===== config.mk =====
export PLATFORM = sky130hd
export DESIGN_NAME = dut_bus_arb
export DESIGN_NICKNAME = d
export VERILOG_FILES = /design/src/rtl/dut_bus_arb.sv
export SDC_FILE = /design/constraint.sdc
export NUM_CORES = 1
export LEC_CHECK = 0
export ABC_AREA = 1
export BUFFER_PORTS_ARGS = -buffer_cell sky130_fd_sc_hd__buf_2
export CORE_MARGIN = 5
export CORE_UTILIZATION = 48
export DETAILED_ROUTE_END_ITERATION = 6
export PLACE_DENSITY = 0.86
export SLEW_MARGIN = 20
export SYNTH_ARGS = -nofsm -noshare
export SYNTH_HDL_FRONTEND = slang
export SYNTH_SLANG_ARGS = --single-unit

===== constraint.sdc =====
create_clock -name clk -period 5.93 [get_ports clk]
set_clock_uncertainty 0.05 [all_clocks]
set_input_delay 1.779 -clock clk [delete_from_list [all_inputs] [get_ports clk]]
set_output_delay 1.779 -clock clk [all_outputs]
set_load 0.05 [all_outputs]

===== src/rtl/dut_bus_arb.sv =====
// Round-robin arbiter and burst sequencer sharing one registered cmd/adr/data bus
// between NUM_REQ requesters. Define DUT_ARB_LOCK_EN to add burst locking (req_lock).
module dut_bus_arb #(
    parameter int NUM_REQ = 4,
    parameter int W       = 4,
    parameter int LEN_W   = 2
) (
    input  logic                     clk,
    input  logic                     rst,
    input  logic [NUM_REQ-1:0]       req,
    input  logic [NUM_REQ*LEN_W-1:0] req_len,
    input  logic [NUM_REQ*W-1:0]     req_cmd,
    input  logic [NUM_REQ*W-1:0]     req_adr,
    input  logic [NUM_REQ*W-1:0]     req_data,
`ifdef DUT_ARB_LOCK_EN
    input  logic [NUM_REQ-1:0]       req_lock,
`endif
    output logic [NUM_REQ-1:0]       gnt,
    output logic [NUM_REQ-1:0]       beat_ack,
    output logic [W-1:0]             bus_cmd,
    output logic [W-1:0]             bus_adr,
    output logic [W-1:0]             bus_data,
    output logic                     bus_vld,
    output logic                     busy
);

    localparam int IDX_W = $clog2(NUM_REQ);
    localparam logic [NUM_REQ-1:0] GNT_ONE = NUM_REQ'(1);
    localparam logic [LEN_W-1:0]   CNT_ONE = LEN_W'(1);
    localparam logic [LEN_W-1:0]   CNT_ZERO = {LEN_W{1'b0}};

    typedef enum logic [0:0] {
        IDLE = 1'b0,
        XFER = 1'b1
    } state_t;

    state_t             state_q, state_d;
    logic [NUM_REQ-1:0] gnt_q, gnt_d;
    logic [IDX_W-1:0]   last_q, last_d;
    logic [LEN_W-1:0]   cnt_q, cnt_d;
    logic [W-1:0]       bus_cmd_q, bus_cmd_d;
    logic [W-1:0]       bus_adr_q, bus_adr_d;
    logic [W-1:0]       bus_data_q, bus_data_d;
    logic               bus_vld_q, bus_vld_d;

    logic               pick_vld_s;
    logic [IDX_W-1:0]   pick_idx_s;
    logic [LEN_W-1:0]   pick_len_s;
    logic [LEN_W-1:0]   win_len_s;
    logic [W-1:0]       win_cmd_s, win_adr_s, win_data_s;
    logic               relock_s;

    // Round-robin search starting one past the previous winner.
    always_comb begin
        int idx;
        idx        = 0;
        pick_vld_s = 1'b0;
        pick_idx_s = last_q;
        for (int k = 1; k <= NUM_REQ; k++) begin
            idx = int'(last_q) + k;
            idx = (idx >= NUM_REQ) ? idx - NUM_REQ : idx;
            for (int i = 0; i < NUM_REQ; i++) begin
                if (!pick_vld_s && (idx == i) && req[i]) begin
                    pick_vld_s = 1'b1;
                    pick_idx_s = IDX_W'(i);
                end else begin
                    pick_vld_s = pick_vld_s;
                end
            end
        end
    end

    // Field muxes for the requester being picked and the one currently granted.
    always_comb begin
        pick_len_s = CNT_ZERO;
        win_len_s  = CNT_ZERO;
        win_cmd_s  = {W{1'b0}};
        win_adr_s  = {W{1'b0}};
        win_data_s = {W{1'b0}};
        for (int i = 0; i < NUM_REQ; i++) begin
            pick_len_s = (pick_idx_s == IDX_W'(i)) ? req_len[i*LEN_W +: LEN_W] : pick_len_s;
            win_len_s  = (last_q == IDX_W'(i)) ? req_len[i*LEN_W +: LEN_W] : win_len_s;
            win_cmd_s  = (last_q == IDX_W'(i)) ? req_cmd[i*W +: W]         : win_cmd_s;
            win_adr_s  = (last_q == IDX_W'(i)) ? req_adr[i*W +: W]         : win_adr_s;
            win_data_s = (last_q == IDX_W'(i)) ? req_data[i*W +: W]        : win_data_s;
        end
    end

`ifdef DUT_ARB_LOCK_EN
    logic [1:0] lock_cnt_q, lock_cnt_d;

    // A lock may extend a tenure to four bursts in total, then IDLE is forced.
    assign relock_s = (lock_cnt_q != 2'd3) && req_lock[last_q] && req[last_q];

    // Count relocks within the current grant tenure.
    always_comb begin
        if (state_q == IDLE) begin
            lock_cnt_d = 2'd0;
        end else if ((cnt_q == CNT_ZERO) && relock_s) begin
            lock_cnt_d = lock_cnt_q + 2'd1;
        end else begin
            lock_cnt_d = lock_cnt_q;
        end
    end

    // Lock counter register.
    always_ff @(posedge clk) begin
        if (rst) begin
            lock_cnt_q <= 2'd0;
        end else begin
            lock_cnt_q <= lock_cnt_d;
        end
    end
`else
    assign relock_s = 1'b0;
`endif

    // FSM state register.
    always_ff @(posedge clk) begin
        if (rst) begin
            state_q <= IDLE;
        end else begin
            state_q <= state_d;
        end
    end

    // FSM next state.
    always_comb begin
        case (state_q)
            IDLE:    state_d = pick_vld_s ? XFER : IDLE;
            XFER:    state_d = ((cnt_q == CNT_ZERO) && !relock_s) ? IDLE : XFER;
            default: state_d = IDLE;
        endcase
    end

    // FSM outputs; grant and ack are masked in the reset cycle so the abort is immediate.
    always_comb begin
        if ((state_q == XFER) && !rst) begin
            gnt      = gnt_q;
            beat_ack = gnt_q;
        end else begin
            gnt      = {NUM_REQ{1'b0}};
            beat_ack = {NUM_REQ{1'b0}};
        end
        busy = (state_q == XFER);
    end

    // Grant, pointer, beat counter and bus next values.
    always_comb begin
        gnt_d      = gnt_q;
        last_d     = last_q;
        cnt_d      = cnt_q;
        bus_cmd_d  = {W{1'b0}};
        bus_adr_d  = {W{1'b0}};
        bus_data_d = {W{1'b0}};
        bus_vld_d  = 1'b0;
        case (state_q)
            IDLE: begin
                if (pick_vld_s) begin
                    gnt_d  = GNT_ONE << pick_idx_s;
                    last_d = pick_idx_s;
                    cnt_d  = pick_len_s;
                end else begin
                    gnt_d  = {NUM_REQ{1'b0}};
                end
            end
            XFER: begin
                bus_cmd_d  = win_cmd_s;
                bus_adr_d  = win_adr_s;
                bus_data_d = win_data_s;
                bus_vld_d  = 1'b1;
                if (cnt_q == CNT_ZERO) begin
                    if (relock_s) begin
                        cnt_d = win_len_s;
                    end else begin
                        gnt_d = {NUM_REQ{1'b0}};
                    end
                end else begin
                    cnt_d = cnt_q - CNT_ONE;
                end
            end
            default: begin
                gnt_d = {NUM_REQ{1'b0}};
            end
        endcase
    end

    // Datapath registers.
    always_ff @(posedge clk) begin
        if (rst) begin
            gnt_q      <= {NUM_REQ{1'b0}};
            last_q     <= IDX_W'(NUM_REQ - 1);
            cnt_q      <= CNT_ZERO;
            bus_cmd_q  <= {W{1'b0}};
            bus_adr_q  <= {W{1'b0}};
            bus_data_q <= {W{1'b0}};
            bus_vld_q  <= 1'b0;
        end else begin
            gnt_q      <= gnt_d;
            last_q     <= last_d;
            cnt_q      <= cnt_d;
            bus_cmd_q  <= bus_cmd_d;
            bus_adr_q  <= bus_adr_d;
            bus_data_q <= bus_data_d;
            bus_vld_q  <= bus_vld_d;
        end
    end

    assign bus_cmd  = bus_cmd_q;
    assign bus_adr  = bus_adr_q;
    assign bus_data = bus_data_q;
    assign bus_vld  = bus_vld_q;

endmodule


==> flow_metrics.env <==
export IMPL_post_route_drc_count=0
export IMPL_netlist_instances=231
export IMPL_wire_per_inst_um=11.83
export IMPL_final_cells=350
export IMPL_synthArstFlopShare_pct=0
export IMPL_cts_buffers_inserted=3
export IMPL_start_util_pct=50.97
export IMPL_ys_ff_latch=22
export IMPL_synth_ff_type="dfxtp_1"
export IMPL_grt_max_degree=17
export IMPL_holdBufCountCts=0
export IMPL_cts_resized=0
export IMPL_fill_cells=299
export IMPL_p_total_w=0.0008857
export IMPL_drt_wl_total_um=4141
export IMPL_gp_congestion=0.8299
export IMPL_root_buffer="clkbuf_4"
export IMPL_crit_path_end_kind="output pin"
export IMPL_area_delta_synth_final_pct=27.29
export IMPL_setup_tns_ps=0
export IMPL_yosysSeqAreaShare_pct=27.85
export IMPL_dpl_cell_count=346
export IMPL_path_max_fanout=11
export IMPL_dpl_hpwl_um=3426
export IMPL_worstMarginPinSlew_ps=704.0
export IMPL_cellLeakagePower_nw=1.126
export IMPL_fp_dieW_um=67.40
export IMPL_clk_path_buf_depth=2
export IMPL_synthDistinctLibCells=31
export IMPL_drive_above_1_share_pct=39.87
export IMPL_slew_headroom_pct=53.01
export IMPL_rsz0062_at_grt="no"
export IMPL_outcome="complete, no violations"
export IMPL_synth_simple_gate_area_share_pct=45.25
export IMPL_powerDensity_nw_per_um2=440.0
export IMPL_synth_edf_count=0
export IMPL_clock_latency_ps=300
export IMPL_syn_area_um2=1582
export IMPL_hold_viol_final=0
export IMPL_drt_initial_drc_count=97
export IMPL_max_freq_ghz=0.2077
export IMPL_setup_viol=0
export IMPL_synthMuxAreaShare_pct=0
export IMPL_synth_compound_area_share_pct=11.63
export IMPL_h_tree_depth=1
export IMPL_drv_cap=0
export IMPL_layout_nets=370
export IMPL_routed_via_density=4.954
export IMPL_synthesis_nets=294
export IMPL_fp_row_count=20
export IMPL_globalRouteOverflowTotal=0
export IMPL_ant_nets=0
export IMPL_ys_warn_count=0
export IMPL_diodes=0
export IMPL_synth_xor_area_share_pct=0
export IMPL_grt_usage_pct=17.97
export IMPL_clk_pin_slew_ps=120
export IMPL_die_area_um2=4543
export IMPL_cts_sinks=22
export IMPL_synthAdderAreaFrac_pct=0.7911
export IMPL_startpoint_type="input port"
export IMPL_finish_utilization_pct=64.88
export IMPL_hold_path_class="flop to flop"
export IMPL_fin_crit_sh_pct=81.19
export IMPL_ios=84
export IMPL_cp_arrival_ps=2990
export IMPL_die_h_um=67.40
export IMPL_grt_pass1_vias=1580
export IMPL_core_region_area_um2=3103
export IMPL_crit_required_ps=4100
export IMPL_ir_worst_vdd_mv=0.2055
export IMPL_synth_top_family_by_area="simple AND/OR/NAND/NOR gates"
export IMPL_syn_avg_cell_area_um2=6.846
export IMPL_via_count=1734
export IMPL_slew_violations=0
export IMPL_antenna_found_initial=0
export IMPL_cts_tree="done"
export IMPL_io_buffers=83
export IMPL_grt_pass1_wl_um=6486
export IMPL_criticalPathCategory="input port to output pin"
export IMPL_post_cts_buffers=0
export IMPL_fin_crit_ps=4815
export IMPL_drt_pass1_iter_count=4
cell usage after synthesis (3+ instances only):
library cell / instances / share of area (%)
nand2_1: 57 / 14
inv_1: 37 / 8.8
dfxtp_1: 22 / 28
nor2_1: 18 / 4.3
nand4_1: 14 / 5.5
nand3_1: 8 / 2.5
or2_2: 8 / 3.2
a221oi_1: 7 / 3.9
a22o_1: 7 / 3.9
a21oi_1: 6 / 1.9
clkbuf_1: 5 / 1.2
nand2_2: 5 / 2.0
buf_4: 4 / 1.9
nor2_4: 4 / 2.8
inv_2: 3 / 0.71
nand3_2: 3 / 1.9
nor2_2: 3 / 1.2
cells in the final DEF, fill, tap and decap left out, types with 3 or more instances in the layout:
master / instances
nor2_1: 18
nand2_1: 57
nand2_2: 5
nand4_1: 14
nor2_2: 3
buf_2: 83
a221oi_1: 7
nand3_1: 8
dfxtp_1: 22
clkbuf_4: 3
nor2_4: 4
nand3_2: 3
or2_2: 8
inv_1: 37
a22o_1: 7
a21oi_1: 6
inv_2: 3
critical path, cell delays in order:
cell and delay [ps]:
buf_2 140, nor2_1 330, inv_1 250, nor2_1 180
buf_2 290
registers in the layout (all words and copies together), names as in the netlist:
register	count
bus_adr	4
bus_cmd	4
bus_data	4
gnt_q	4
cnt_q	2
last_q	2
bus_vld	1
busy	1
metrics by stage:
| stage | area, um2 | hold WS, ps | worst slack (ps) |
|---|---|---|---|
| floorplan | 1582 | 394.1 | 618.2 |
| finish | 2013 | 432.7 | 1115 |
| global route | 2013 | 465.9 | 955.1 |
| CTS | 2013 | 433.4 | 1091 |
| detailed placement | 1977 | 414.6 | 1093 |
| global placement | 1977 | 404.4 | 1164 |
worst paths after layout:
kind	start	endpoint	slack, ps	cells past startpoint
max	rst	gnt[1]	1120	5
min reg2reg	gnt_q[1]	gnt_q[1]	430	2
max reg2reg	last_q[0]	cnt_q[1]	3320	15
min	gnt_q[1]	gnt_q[1]	430	2
routing by layer:
metal  vias up  global-route usage (%)  share of wire, %
li1        895                       -                 -
met1       778                   20.06                41
met2        53                   33.87                51
met3         8                   3.827               6.1
met4         0                   5.063               1.5
met5         -                       0                 0
cells by family (layout without fill, tap and decap cells):
kind of cell             Yosys count  count (layout)
adder cells (fa/ha/maj)            1               1
buffers and inverters             53             128
AND/OR/NAND/NOR                  130             130
flip-flops                        22              22
AO/OA/AOI/OAI                     25              25
cell type report:
type	count	area [um2]	share of cell area [%]
flip-flops and latches	22	440.4	21.88
inverters	41	153.9	7.645
repair buffers	83	415.4	20.63
multi-input cells	156	912.1	45.31
clock buffers	4	36.28	1.802
well taps	44	55.05	2.735
where the power goes:
group           total, W  switching [W]  internal [W]
clock network  0.0000830      0.0000456     0.0000375
registers       0.000218      0.0000309      0.000187
logic           0.000585       0.000389      0.000196
total           0.000886       0.000465      0.000421
No activity file was read; power rests on OpenSTA's default activity.
